## config.mk

```make
export PLATFORM = sky130hd
export DESIGN_NAME = time_adjust_ctrl
export DESIGN_NICKNAME = d
export VERILOG_FILES = /design/src/rtl/time_adjust_ctrl.sv
export SDC_FILE = /design/constraint.sdc
export NUM_CORES = 1
export LEC_CHECK = 0
export ABC_AREA = 1
export CORE_MARGIN = 5
export CORE_UTILIZATION = 59
export DETAILED_ROUTE_END_ITERATION = 10
export DONT_BUFFER_PORTS = 1
export GPL_ROUTABILITY_DRIVEN = 1
export PLACE_DENSITY = 0.79
export RECOVER_POWER = 25
export SYNTH_ARGS = -nofsm -noshare
export SYNTH_HDL_FRONTEND = slang
export SYNTH_SLANG_ARGS = --single-unit
```

## constraint.sdc

```tcl
create_clock -name clk -period 1.7 [get_ports clk]
set_input_delay 0.17 -clock clk [delete_from_list [all_inputs] [get_ports clk]]
set_output_delay 0.17 -clock clk [all_outputs]
set_load 0.1 [all_outputs]
```

## src/rtl/time_adjust_ctrl.sv

```systemverilog
// Enable/direction sequencer for the alarm clock counters: 1 Hz time base with
// carries in run mode, debounced-button single/auto-repeat adjust in set modes.
module time_adjust_ctrl #(
  parameter int SEC_MOD     = 60,
  parameter int MIN_MOD     = 60,
  parameter int HOLD_CYCLES = 50,
  parameter int RATE_CYCLES = 10
) (
  input  logic       clk,
  input  logic       reset,
  input  logic       tick_1hz,
  input  logic       btn_mode,
  input  logic       btn_up,
  input  logic       btn_down,
  input  logic [5:0] sec_count,
  input  logic [5:0] min_count,
  output logic       en_sec,
  output logic       en_min,
  output logic       en_hour,
  output logic       en_amin,
  output logic       en_ahour,
  output logic       updown,
  output logic [2:0] mode
);

  typedef enum logic [2:0] {
    RUN       = 3'd0,
    SET_HOUR  = 3'd1,
    SET_MIN   = 3'd2,
    SET_AHOUR = 3'd3,
    SET_AMIN  = 3'd4
  } mode_e;

  localparam int CW = $clog2(HOLD_CYCLES + RATE_CYCLES + 1);
  localparam logic [CW-1:0] FIRST_REP = CW'(HOLD_CYCLES - 1);
  localparam logic [CW-1:0] NEXT_REP  = CW'(HOLD_CYCLES + RATE_CYCLES - 1);
  localparam logic [CW-1:0] RELOAD    = CW'(HOLD_CYCLES);

  // {mode, up, down} synchronizer stages
  logic [2:0]    s1_q, s2_q;
  logic          pm_q, act_p_q, dir_p_q;
  mode_e         mode_q, mode_d;
  logic [CW-1:0] cnt_q, cnt_d;
  logic          en_sec_q, en_min_q, en_hour_q, en_amin_q, en_ahour_q, updown_q;
  logic          en_sec_d, en_min_d, en_hour_d, en_amin_d, en_ahour_d, updown_d;

  logic rise_m, act, dir, press, rep, adj, time_act, tfire, sec_wrap, min_wrap;

  // Exactly one of up/down counts as a press; a change of which one is a new press.
  always_comb begin
    rise_m   = s2_q[2] & ~pm_q;
    act      = s2_q[1] ^ s2_q[0];
    dir      = s2_q[1];
    press    = act & (~act_p_q | (dir != dir_p_q));
    rep      = act & ~press & ((cnt_q == FIRST_REP) | (cnt_q == NEXT_REP));
    adj      = act & (mode_q != RUN) & ~rise_m & (press | rep);
    time_act = (mode_q == RUN) | (mode_q == SET_AHOUR) | (mode_q == SET_AMIN);
    // a down-adjust shares the updown line, so the time-base strobes must drop
    tfire    = tick_1hz & time_act & ~(adj & ~dir);
    sec_wrap = (sec_count == 6'(SEC_MOD - 1));
    min_wrap = (min_count == 6'(MIN_MOD - 1));

    en_sec_d   = tfire;
    en_min_d   = (tfire & sec_wrap) | (adj & (mode_q == SET_MIN));
    en_hour_d  = (tfire & sec_wrap & min_wrap) | (adj & (mode_q == SET_HOUR));
    en_amin_d  = adj & (mode_q == SET_AMIN);
    en_ahour_d = adj & (mode_q == SET_AHOUR);
    updown_d   = adj ? dir : 1'b1;

    cnt_d = cnt_q + CW'(1);
    if (!act || rise_m || press) cnt_d = '0;
    else if (cnt_q == NEXT_REP)  cnt_d = RELOAD;

    mode_d = mode_q;
    case (mode_q)
      RUN:       if (rise_m) mode_d = SET_HOUR;
      SET_HOUR:  if (rise_m) mode_d = SET_MIN;
      SET_MIN:   if (rise_m) mode_d = SET_AHOUR;
      SET_AHOUR: if (rise_m) mode_d = SET_AMIN;
      SET_AMIN:  if (rise_m) mode_d = RUN;
      default:   mode_d = RUN;
    endcase
  end

  always_ff @(posedge clk) begin
    if (!reset) begin
      s1_q       <= '0;
      s2_q       <= '0;
      pm_q       <= 1'b0;
      act_p_q    <= 1'b0;
      dir_p_q    <= 1'b0;
      cnt_q      <= '0;
      mode_q     <= RUN;
      en_sec_q   <= 1'b0;
      en_min_q   <= 1'b0;
      en_hour_q  <= 1'b0;
      en_amin_q  <= 1'b0;
      en_ahour_q <= 1'b0;
      updown_q   <= 1'b1;
    end else begin
      s1_q       <= {btn_mode, btn_up, btn_down};
      s2_q       <= s1_q;
      pm_q       <= s2_q[2];
      act_p_q    <= act;
      dir_p_q    <= dir;
      cnt_q      <= cnt_d;
      mode_q     <= mode_d;
      en_sec_q   <= en_sec_d;
      en_min_q   <= en_min_d;
      en_hour_q  <= en_hour_d;
      en_amin_q  <= en_amin_d;
      en_ahour_q <= en_ahour_d;
      updown_q   <= updown_d;
    end
  end

  assign en_sec   = en_sec_q;
  assign en_min   = en_min_q;
  assign en_hour  = en_hour_q;
  assign en_amin  = en_amin_q;
  assign en_ahour = en_ahour_q;
  assign updown   = updown_q;
  assign mode     = mode_q;

endmodule

```

==> results of run 1 <==
## power groups by stage
stage          registers (µW)  logic (µW)  clock network, µW
2_1_floorplan             642        46.7                  0
3_3_place_gp              599         103                  0
3_5_place_dp              599         107                  0
4_1_cts                   587         120                416
5_1_grt                   589         129                448
6_report                  587         120                417
## what timing repair did
action                                 in CTS  in global routing
hold buffers                                4                  0
setup buffers                               0                  0
endpoints found under the hold margin      13                  0
## cell families (layout without fill, tap and decap cells)
kind of cell,Yosys count,in the layout,synth area share
and+or+nand+nor,64,64,0.3176
DFF,24,24,0.4898
buffers and inverters,24,40,0.09184
AOI/OAI and AO/OA,10,10,0.05739
adders and majority gates,2,2,0.02551
xor gates and xnor gates,2,2,0.01786
## sequential cells by signal, summed over array words and instances (netlist names)
signal and flops:
s2_q 3, pm_q 1, en_ahour 1, s1_q 3
en_sec 1, en_hour 1, cnt_q 6, act_p_q 1
en_min 1, mode 3, en_amin 1, updown 1
dir_p_q 1
## worst paths after layout
| path | to | from | slack, ps | depth (start not counted) |
|---|---|---|---|---|
| max | en_hour$_SDFF_PN0_ | cnt_q[0]$_SDFF_PP0_ | 210 | 8 |
| min reg2reg | s2_q[2]$_SDFF_PN0_ | s1_q[2]$_SDFF_PN0_ | 430 | 2 |
| min | mode[0]$_SDFFE_PN0P_ | reset | 6 | 2 |
| max reg2reg | en_hour$_SDFF_PN0_ | cnt_q[0]$_SDFF_PP0_ | 210 | 8 |
## through the flow
step           power, µW  hold WS (ps)  utilization
5_1_grt             1167         19.57       0.7532
3_5_place_dp       706.0         270.2       0.6932
2_1_floorplan      688.3         267.6            -
6_report            1123         6.211       0.7532
4_1_cts             1122         10.87       0.7532
3_3_place_gp       701.8         266.7       0.6932
## layout by cell type, fill, tap and decap left out, drive strengths merged
cell / synthesis / layout
nand4: 4 / 4
clkbuf: 1 / 3
a21oi: 5 / 5
a21boi: 1 / 1
nor2: 18 / 18
nor4: 1 / 1
ha: 2 / 2
xor2: 2 / 2
or2: 3 / 3
nand3: 12 / 12
dlygate4sd3: 0 / 4
buf: 0 / 9
nor3: 1 / 1
dfxtp: 24 / 24
o21ai: 3 / 3
nand2: 25 / 25
bufinv: 0 / 1
o2111ai: 1 / 1
inv: 23 / 23
## cell type report
| class | instances | share of cell area |
|---|---|---|
| clock buffer | 3 | 0.01940 |
| sequential | 24 | 0.4170 |
| clock inverter | 1 | 0.02586 |
| tap | 16 | 0.01724 |
| timing repair buffer | 13 | 0.09267 |
| multi-input combinational | 78 | 0.3534 |
| inverter | 23 | 0.07435 |
## per-layer routing
metal | share of wire | GRT usage | up-vias | wire (µm)
met4 | 0.023 | 0.08936 | 0 | 48
met3 | 0.042 | 0.02959 | 8 | 86
met2 | 0.51 | 0.2851 | 23 | 1044
li1 | - | - | 428 | -
met1 | 0.42 | 0.2152 | 388 | 871
met5 | 0 | 0 | - | 0
## critical path, delay by kind of cell (launching register included)
kind,cells,cell delay (ps)
AND/OR/NAND/NOR,6,800
flip-flops,1,400
adder cells (fa/ha/maj),1,180
buffers and inverters,1,50
==> run summary, run 1 <==
run status: finished clean
Critical Path RT: 1970 ps
pre-CTS WS: 309.3 ps
number of flops mapped to enable cells by yosys: 0
Slew @ Worst Pin: 489.0 ps
register share of total power: 0.522
max cap viols: 0
leading cell type by number of instances after synthesis: dfxtp_1
fin. max-slew vios: 0
Clock transition at path regs: 140 ps
CP arrival: 1760 ps
DPL Wire Length: 1487 µm
Max VDD drop: 0.0007160 V
switching pwr: 274.4 µW
Remaining Overflow, GRT: 0
critical path's slowest cell: dfxtp_1
ys async rst share: 0
fmax: 673.3 MHz
Seq/Total Area, Yosys: 0.4898
Placer Congestion: 0.7644
final hold violations: 0
TritonRoute pass-1 iters: 4
Final setup viols: 0
largest cells by area after synthesis: dfxtp_1, nand2_1, inv_1, nor2_1, nand3_1
Die W: 50.78 µm
Post-synth top cells: dfxtp_1, nand2_1, inv_1
Setup TNS Final: 0 ps
post-synth top area share: 0.4898
normalized max-slew margin: 0.6729
Vias: 847
Total Wirelength: 2051 µm
Main synth FF type: dfxtp_1
die area: 2578 µm²
DR iter-0 viols: 19
largest net degree at the start of global routing: 15
Syn Inst Count: 126
Synth Register Bits: 24
sw frac: 0.2443
core box area: 1541 µm²
final setup margin: 214.7 ps
CP Max Fanout: 4
IO buf count: 0
initial antenna violation count: 0
Syn Nets: 146
detailed-route DRC error count: 0
worst skew pair latency: 320 ps
yosys warns: 0
final std cells w/o fill: 158
crit-path max cell delay: 400 ps
Antenna Violating Nets Remaining: 0
LEAKAGE: 0.0005353 µW
Post-Syn Area per Cell: 7.785 µm²
final worst-path cycle share: 0.8737
Area Growth Syn to Fin: 18.37%
crit path kind: reg2reg
Synth cell types: 23
Placed Cells: 150
synthesized area: 980.9 µm²
worst min path class: in2reg
Comb pwr share: 0.107
cell area after layout: 1161 µm²
critical path launch point type: flop
post-layout min period: 1485 ps
CP most frequent cell: nand3_2
crit-path cells: ha_1, inv_1, nor2_1, nand2_2, nand3_2, nand3_2, or2_1, nand2_1
Critical Path Sink Type: flop
Die Ht: 50.78 µm
Pwr Density: 967.5 nW/µm²
clk buf depth: 2
Root Driver: clkbuf_4
vias per cell: 5.361
DR WL/cell: 12.98 µm
Ant. Diodes: 0
RSZ-0062 raised after global routing: false
post-CTS sizing: 0
Multi-input gate area: 410.4 µm²
global-route wire length before repair: 3450 µm
CTS tree: done
cts bufs inserted: 3
H-tree levels: 1
I/O pin count: 27
area leader, netlist: dfxtp_1
Placed Area: 1069 µm²
number of global-route vias before repair: 799
FP Rows: 14
GR Util All Layers: 0.1737
fillers: 116
Clock Power Share: 0.371
P_int: 848.9 µW
share of cells above drive strength 1: 0.2042
Num Clock Sinks: 24
Final Net Count: 163
Storage cell area: 484.2 µm²
Final Skew: 8.322 ps
Starting Density: 0.6364
Note: power is estimated with default switching activity, not from simulation.
==> run 2, diff against run 1 <==
--- a/config.mk
+++ b/config.mk
@@ -5,13 +5,14 @@
 export SDC_FILE = /design/constraint.sdc
 export NUM_CORES = 1
 export LEC_CHECK = 0
-export ABC_AREA = 1
+export CELL_PAD_IN_SITES_DETAIL_PLACEMENT = 1
+export CELL_PAD_IN_SITES_GLOBAL_PLACEMENT = 2
 export CORE_MARGIN = 5
-export CORE_UTILIZATION = 59
+export CORE_UTILIZATION = 35
 export DETAILED_ROUTE_END_ITERATION = 10
 export DONT_BUFFER_PORTS = 1
 export GPL_ROUTABILITY_DRIVEN = 1
-export PLACE_DENSITY = 0.79
+export PLACE_DENSITY_LB_ADDON = 0.05
 export RECOVER_POWER = 25
 export SYNTH_ARGS = -nofsm -noshare
 export SYNTH_HDL_FRONTEND = slang
==> run summary, run 2 <==
Total Wirelength: 1832 µm (-11%)
commonest non-fill, non-tap cell in the layout: dfxtp_1
worst skew pair latency: 310 ps (about the same)
Die W: 62.87 µm (+24%)
CP arrival: 1780 ps (+20 ps)
detailed-route DRC error count: 0 (unchanged)
Critical Path Sink Type: flop
pre-CTS WS: 126.3 ps (-183.0 ps)
cts bufs inserted: 3 (unchanged)
Seq/Total Area, Yosys: 0.4910 (+0.001253)
commonest cells after routing, fill and taps aside: dfxtp_1, nor2_1, buf_4
GR Util All Layers: 0.09933 (-0.07437)
Syn Inst Count: 101 (-20%)
Die Ht: 62.87 µm (+24%)
core box area: 2710 µm² (+76%)
run status: finished clean
Area Growth Syn to Fin: 19.18%
LEAKAGE: 0.0004459 µW (-17%)
largest cells by area after synthesis: dfxtp_1, and2_1, nor2_1, xnor2_1, xor2_1
fin. max-slew vios: 0 (unchanged)
global-route wire length before repair: 3174 µm (-8.0%)
post-synth top area share: 0.4910 (+0.001253)
met3 wire len: 121 µm (+41%)
Max VDD drop: 0.0005338 V (-25%)
leading cell type by number of instances after synthesis: dfxtp_1
critical path launch point type: flop
Placer Congestion: 0.6576 (-14%)
largest net degree at the start of global routing: 14 (-1)
fmax: 637.2 MHz (-5.4%)
Vias: 716 (-15%)
Post-Syn Area per Cell: 9.688 µm² (+24%)
Clock transition at path regs: 130 ps (about the same)
Root Driver: clkbuf_4
normalized max-slew margin: 0.7791 (+0.1062)
Starting Density: 0.3610 (-0.2753)
initial antenna violation count: 0 (unchanged)
synthesized area: 978.4 µm² (-0.26%)
DR iter-0 viols: 14 (-5)
Num Clock Sinks: 24 (unchanged)
Core Util, Final: 0.4303 (-0.3230)
Main synth FF type: dfxtp_1
Remaining Overflow, GRT: 0 (unchanged)
area leader, netlist: dfxtp_1
RSZ-0062 raised after global routing: false
Syn Nets: 121 (-17%)
DR WL/cell: 12.38 µm (-4.6%)
final hold violations: 0 (unchanged)
Slew @ Worst Pin: 329.0 ps (-160.0 ps)
Final Skew: 1.387 ps (-6.934 ps)
I/O pin count: 27 (unchanged)
WL met1: 848 µm (-2.6%)
crit path kind: reg2reg
Synth cell types: 29 (+26%)
max cap viols: 0 (unchanged)
Critical Path RT: 1910 ps (-60 ps)
max reg flops: 6 (unchanged)
Post-synth top cells: dfxtp_1, nor2_1, and2_1
final setup margin: 130.5 ps (-84.20 ps)
Largest Register: cnt_q
clk buf depth: 2 (unchanged)
Highest Signal Layer: met4
vias per cell: 4.838 (-9.8%)
ys async rst share: 0 (unchanged)
IO buf count: 0 (unchanged)
number of flops mapped to enable cells by yosys: 0 (unchanged)
share of cells above drive strength 1: 0.1880 (-0.01619)
Setup TNS Final: 0 ps (unchanged)
Pwr Density: 833.6 nW/µm² (-14%)
Ant. Diodes: 0 (unchanged)
number of global-route vias before repair: 727 (-9.0%)
post-layout min period: 1569 ps (+84.20 ps)
die area: 3953 µm² (+53%)
Final Net Count: 138 (-15%)
Synth Register Bits: 24 (unchanged)
CTS tree: done
TritonRoute pass-1 iters: 4 (unchanged)
DPL Wire Length: 1448 µm (-2.6%)
WL met2: 826 µm (-21%)
total power: 972.1 µW (-13%)
yosys warns: 0 (unchanged)
worst min path class: in2reg
CP Max Fanout: 5 (+1)
Antenna Violating Nets Remaining: 0 (unchanged)
H-tree levels: 1 (unchanged)
Final setup viols: 0 (unchanged)
FP Rows: 19 (+5)
Hold WS: 68.86 ps (+62.65 ps)
final worst-path cycle share: 0.9232 (+0.04953)
-- run 2: changes by cell type after synthesis, moves of 3 or more --
| cell | delta |
|---|---|
| nand2_1 | -14 |
| nand3_1 | -3 |
| nand3_2 | -3 |
| xnor2_1 | +4 |
| inv_1 | -19 |
| and2_1 | +10 |
| nand2_2 | -3 |
| nand2b_1 | +3 |
| a21oi_1 | -4 |
-- run 2: power breakdown --
group	total, µW	switching (µW)	internal [µW]
Clock	298	167	131
Combinational	89.1	57.3	31.8
Sequential	585	8.95	576
Total	972	233	739
-- run 2: worst paths after layout --
| path | from | end | slack (ps) | depth (start not counted) |
|---|---|---|---|---|
| worst max-delay path | cnt_q[1]$_SDFF_PP0_ | en_min$_SDFF_PN0_ | 130 | 7 |
| worst min-delay path | reset | act_p_q$_SDFF_PN0_ | 70 | 1 |
| worst max register to register | cnt_q[1]$_SDFF_PP0_ | en_min$_SDFF_PN0_ | 130 | 7 |
| worst min register to register | s1_q[0]$_SDFF_PN0_ | s2_q[0]$_SDFF_PN0_ | 450 | 1 |
-- run 2: cell families after synthesis --
kind of cell / after synthesis / share of synthesized area
compound gates: 7 / 0.08568
xor+xnor: 8 / 0.07160
fa+ha+maj: 2 / 0.02557
buf+inv: 4 / 0.01662
flops: 24 / 0.4910
mux: 1 / 0.01023
simple gates: 55 / 0.2992
-- run 2: per-stage QoR --
stage	area (µm²)	std cells
after CTS	1164	148
final	1166	148
after global placement	1087	140
after global routing	1166	148
after detailed placement	1087	140
after floorplan	982.2	101
-- run 2: cell type report --
cell class	count	area, µm²
tap	31	38.79
inverter	2	7.507
timing repair buffer	14	115.1
multi-input combinational	73	484.2
fill	326	1544
sequential	24	484.2
clock buffer	4	36.28
-- run 2: repair_timing --
item,4_1_cts,5_1_grt
gates resized for setup,0,1
setup buffers,0,0
hold buffers,4,0
endpoints found under the setup margin,0,2
endpoints found under the hold margin,11,0
-- run 2: worst max-delay path: stages, from the launching register on --
cell and delay, ps:
dfxtp_1 380, inv_1 60, ha_1 170, mux2i_1 220, o311ai_4 120, and3_2 280, a22oi_1 160, nand2_1 70
-- run 2: routing by layer --
metal	track usage	up-vias
li1	-	370
met1	0.1336	325
met2	0.1410	17
met3	0.03237	4
met4	0.04775	0
met5	0	-
